[src/rtl/ser4x1.sv]
// ser4x1: one 4-word beat in, four single-word beats out, d0 first.
// Define SER4X1_REG_STALL_EN for a flop-only upstream stall (1 beat per 5 cycles).
module ser4x1 #(
   parameter int W = 32
) (
   input  logic         clk,
   input  logic         rst_n,
   output logic [1:0]   cu_sflags,
   input  logic [W-1:0] uc_d0,
   input  logic [W-1:0] uc_d1,
   input  logic [W-1:0] uc_d2,
   input  logic [W-1:0] uc_d3,
   input  logic [3:0]   uc_mflags,
   output logic [W-1:0] cd_d0,
   output logic [3:0]   cd_mflags,
   input  logic [1:0]   dc_sflags
);

   typedef enum logic {IDLE, SHIFT} state_t;

   state_t       r_state;
   state_t       w_state_nxt;
   logic [1:0]   r_cnt;
   logic [1:0]   w_cnt_nxt;
   logic [W-1:0] r_h [4];
   logic         r_sop;
   logic         r_eop;
   logic         r_err;
   logic [W-1:0] r_cd_d0;
   logic [3:0]   r_cd_mflags;
   logic [W-1:0] w_cd_d0_nxt;
   logic [3:0]   w_cd_mflags_nxt;
   logic         w_load;
   logic         w_stall;
   logic         w_out_take;
   logic         w_in_take;
   logic         w_last;
   logic         w_flush;
   logic         w_sop_nxt;
   logic         w_eop_nxt;
   logic         w_err_nxt;

   assign w_flush    = dc_sflags[1];
   assign w_last     = (r_cnt == 2'd3);
   assign w_out_take = (r_state == SHIFT) & ~dc_sflags[0];

`ifdef SER4X1_REG_STALL_EN
   logic r_stall;

   always_ff @(posedge clk) begin
      if (!rst_n) r_stall <= 1'b0;
      else        r_stall <= (w_state_nxt == SHIFT);
   end

   assign w_stall = r_stall;
`else
   // Open for a reload exactly when the last word is leaving.
   assign w_stall = (r_state == SHIFT) & ~(w_last & w_out_take);
`endif

   assign w_in_take = rst_n & uc_mflags[0] & ~w_stall;
   assign cu_sflags = rst_n ? {dc_sflags[1], w_stall} : 2'b01;

   // State register, holding words and registered outputs
   always_ff @(posedge clk) begin
      if (!rst_n) begin
         r_state     <= IDLE;
         r_cnt       <= 2'd0;
         r_sop       <= 1'b0;
         r_eop       <= 1'b0;
         r_err       <= 1'b0;
         r_cd_d0     <= '0;
         r_cd_mflags <= 4'b0000;
         for (int i = 0; i < 4; i++) r_h[i] <= '0;
      end else begin
         r_state     <= w_state_nxt;
         r_cnt       <= w_cnt_nxt;
         r_cd_d0     <= w_cd_d0_nxt;
         r_cd_mflags <= w_cd_mflags_nxt;
         if (w_load) begin
            r_h[0] <= uc_d0;
            r_h[1] <= uc_d1;
            r_h[2] <= uc_d2;
            r_h[3] <= uc_d3;
            r_sop  <= uc_mflags[1];
            r_eop  <= uc_mflags[2];
            r_err  <= uc_mflags[3];
         end
      end
   end

   // Next state; flush wins over both shifting and reloading
   always_comb begin
      w_state_nxt = r_state;
      w_cnt_nxt   = r_cnt;
      w_load      = 1'b0;
      if (w_flush) begin
         w_state_nxt = IDLE;
         w_cnt_nxt   = 2'd0;
      end else begin
         unique case (r_state)
            IDLE: begin
               if (w_in_take) begin
                  w_state_nxt = SHIFT;
                  w_cnt_nxt   = 2'd0;
                  w_load      = 1'b1;
               end
            end
            SHIFT: begin
               if (w_out_take) begin
                  if (!w_last) begin
                     w_cnt_nxt = r_cnt + 2'd1;
                  end else if (w_in_take) begin
                     w_cnt_nxt = 2'd0;
                     w_load    = 1'b1;
                  end else begin
                     w_state_nxt = IDLE;
                     w_cnt_nxt   = 2'd0;
                  end
               end
            end
            default: begin
               w_state_nxt = IDLE;
            end
         endcase
      end
   end

   assign w_sop_nxt = w_load ? uc_mflags[1] : r_sop;
   assign w_eop_nxt = w_load ? uc_mflags[2] : r_eop;
   assign w_err_nxt = w_load ? uc_mflags[3] : r_err;

   // Outputs are computed from next-state so word0 appears one edge after acceptance
   always_comb begin
      w_cd_d0_nxt     = '0;
      w_cd_mflags_nxt = 4'b0000;
      if (w_state_nxt == SHIFT) begin
         w_cd_d0_nxt     = w_load ? uc_d0 : r_h[w_cnt_nxt];
         w_cd_mflags_nxt = {w_err_nxt,
                            w_eop_nxt & (w_cnt_nxt == 2'd3),
                            w_sop_nxt & (w_cnt_nxt == 2'd0),
                            1'b1};
      end
   end

   assign cd_d0     = r_cd_d0;
   assign cd_mflags = r_cd_mflags;

endmodule

[config.mk]
export PLATFORM = sky130hd
export DESIGN_NAME = ser4x1
export DESIGN_NICKNAME = d
export VERILOG_FILES = /design/src/rtl/ser4x1.sv
export SDC_FILE = /design/constraint.sdc
export NUM_CORES = 1
export LEC_CHECK = 0
export ABC_CLOCK_PERIOD_IN_PS = 4250
export BUFFER_PORTS_ARGS = -buffer_cell sky130_fd_sc_hd__buf_2
export CAP_MARGIN = 20
export CORE_MARGIN = 3
export CORE_UTILIZATION = 49
export DETAILED_ROUTE_END_ITERATION = 8
export PLACE_DENSITY = 0.73
export REMOVE_ABC_BUFFERS = 1
export SLEW_MARGIN = 40
export SYNTH_ARGS = -nofsm -noshare
export SYNTH_HDL_FRONTEND = slang
export SYNTH_SLANG_ARGS = --single-unit
[constraint.sdc]
create_clock -name clk -period 4.25 [get_ports clk]
set_input_delay 0.425 -clock clk [delete_from_list [all_inputs] [get_ports clk]]
set_output_delay 0.425 -clock clk [all_outputs]
set_load 0.005 [all_outputs]
==> reports/results.txt <==
outcome: completed
Fill cells: 1343
Post-Syn Instances: 730
fin nets: 1010
Root Buffer: clkbuf_16
pre-CTS WS: 1288 ps
complex-gate fraction of the synthesized area: 0.1547
Slew headroom: 0.4667
fin crit share: 0.6825
share of cells above drive strength 1: 0.2596
Num CTS Buffers: 17
final count of negative-setup-slack endpoints: 0
CTS tree: built
VDD IR max: 0.2884 mV
min-delay src: uc_d2[11]
DR iter-0 viols: 566
Slew @ Worst Pin: 795.6 ps
Netlist cell types: 52
die height: 133.6 microns
worst path required time: 4620 ps
Setup crit start kind: register
Setup TNS: 0 ps
H-tree depth: 4
Synth Area in Adders: 0.001569
Initial Utilization: 0.5020
combinational power share: 0.079
static leakage: 0.003956 uW
FF-to-FF End: cd_d0[0]
worst min path class: in2reg
detailed-route via count: 6088
Net Sw Frac: 0.2166
Clk pin slew, worst setup/hold paths: 70 ps
first-pass GRT wire length: 30.73 mm
max-cap viol count: 0
ys flop type: edfxtp_1
WL final: 19.40 mm
Reg2Reg Depth: 7
final hold vios: 0
ant diodes: 0
most frequent cells in the layout: 173 x buf_2, 128 x edfxtp_1, 116 x and2_1
total power: 3788 uW
clock network power share: 0.421
setup bufs post-CTS: 0
# DRC: 0
WS Path Type: reg2reg
Routed Antenna Nets: 0
fmax: 344.8 MHz
crit path max fanout: 42
number of global-route vias before repair: 6052
pin count of the biggest net entering global routing: 101
initial antenna violation count: 0
core area: 0.01589 sq mm
Die W: 133.6 microns
die area: 0.01784 sq mm
Async SR Flop Fraction: 0
Detail Placement HPWL: 12.33 mm
Port Buf Inserts: 173
most common cell after layout, fill and taps aside: buf_2
Area Growth Syn to Fin: 19.60%
Crit. End Element: register
Post-synth EDFFs: 128
io pins: 174
P_sw: 820.4 uW
Critical Path AT: 3270 ps
reg-to-reg slack, setup: 1350 ps
cts hold-fix bufs: 0
CTS sink count: 169
PnR worst setup slack: 1349 ps
DR WL/cell: 17.60 microns
clock skew: 13.55 ps
RSZ-0062 raised after global routing: false
Final Critical Period: 2901 ps
PostCTS Resize Cnt: 0
Flop pwr share: 0.501
Via density: 5.525
synthesized area: 0.007974 sq mm
max-slew violations: 0
global route overflow: 0
RR Startpoint: r_cnt[0]
PwrDens: 397.2 mW/mm^2
Row Count: 46
sequential area share after synthesis: 0.5850
Synth Area per Inst: 10.92 sq um
hold path depth: 3
P_int: 2968 uW
mux contribution to synthesized area: 0.008159
Min Hold Slack: 261.1 ps
WHS Endpoint: cd_d0[11]
flops & latches, synth: 169
clk buf depth: 2
total global-route track usage: 0.2185
routability cong.: 0.8080
clk_lat worst skew: 420 ps
largest family of logic cells by synthesized area: simple AND/OR/NAND/NOR gates
xor/xnor share of the synthesized area: 0
DRT Pass-1 Iters: 5
Ys Warns: 0
Synth Area in Simple Gates: 0.2002
Post-Route Utilization: 0.6003
metal layers:
| metal | GRT usage | share of wire | routed length [microns] |
|---|---|---|---|
| met3 | 0.05740 | 0.071 | 1376 |
| met5 | 0 | 0 | 0 |
| met2 | 0.3505 | 0.47 | 9085 |
| met4 | 0.05771 | 0.0093 | 181 |
| met1 | 0.2979 | 0.45 | 8756 |
registers in the layout, indices dropped and copies added (netlist names):
register   flops
r_h          128
r_sop          1
cd_d0         32
r_err          1
r_eop          1
r_cnt          2
r_state        1
cd_mflags      3
cell families after synthesis:
family / count (synthesis)
adders and majority gates: 1
muxes: 6
AOI/OAI and AO/OA: 168
and+or+nand+nor: 306
buffers and inverters: 80
DFF: 169
cell type report:
type	instances	area, sq um	share of cell area
well taps	216	270.3	0.02834
clock inverters	14	180.2	0.01889
clock buffers	18	429.2	0.04500
inverters	20	75.07	0.007872
flip-flops and latches	169	4664	0.4891
repair buffers	184	980.9	0.1029
multi-input cells	481	2937	0.3079
power by group through the flow:
stage          Sequential (uW)  Combinational, uW  Clock [uW]
6_report                  1900                298        1590
2_1_floorplan             1930                150           0
5_1_grt                   1900                330        1680
3_3_place_gp              1930                291           0
4_1_cts                   1900                299        1620
3_5_place_dp              1930                297           0
through the flow:
step | std cells | cell area (sq um)
6_report | 1102 | 9537
5_1_grt | 1102 | 9537
4_1_cts | 1102 | 9534
3_5_place_dp | 1070 | 8925
3_3_place_gp | 1069 | 8900
2_1_floorplan | 670 | 7647
Yosys cell counts (2+ instances only):
library cell	number	share of area
nand2b_1	3	0.0024
buf_2	18	0.011
a211o_1	9	0.0099
inv_1	20	0.0094
o2bb2ai_1	9	0.0099
a2111oi_2	3	0.0056
nand3_1	18	0.011
and3_1	9	0.0071
buf_4	3	0.0028
a2111oi_0	5	0.0055
buf_6	9	0.013
nand2_1	75	0.035
nor2_1	56	0.026
mux2i_1	5	0.0063
o21ai_0	25	0.016
a32oi_1	6	0.0066
nor2b_1	4	0.0031
dfxtp_1	41	0.10
a21o_1	2	0.0019
clkbuf_1	29	0.014
o22a_1	2	0.0022
and2_0	2	0.0016
edfxtp_1	128	0.48
o32a_1	15	0.019
o32ai_1	2	0.0022
and2_1	116	0.091
o22ai_1	17	0.013
a21oi_1	48	0.030
o21ai_1	4	0.0025
o21a_1	6	0.0056
a311o_1	6	0.0075
nor3b_1	15	0.014
worst max-delay path, cell delays in order, from the launching register on:
cell	delay [ps]
dfxtp_1	390
ha_1	250
mux2_4	300
a22oi_4	690
buf_4	500
nand3_1	120
a2111oi_0	430
a211o_1	160
worst max-delay path by stage:
stage | startpoint | end | slack, ps | cells after the start
floorplan | r_state | cd_d0[13] | -100 | 4
global placement | dc_sflags[1] | r_h[0][17] | 1380 | 5
detailed placement | dc_sflags[1] | r_h[1][17] | 1290 | 5
CTS | r_cnt[0] | cd_d0[0] | 1340 | 7
global route | r_state | cd_d0[0] | 1040 | 6
finish | r_cnt[0] | cd_d0[0] | 1350 | 7
Power figures use the tool's default switching activity.
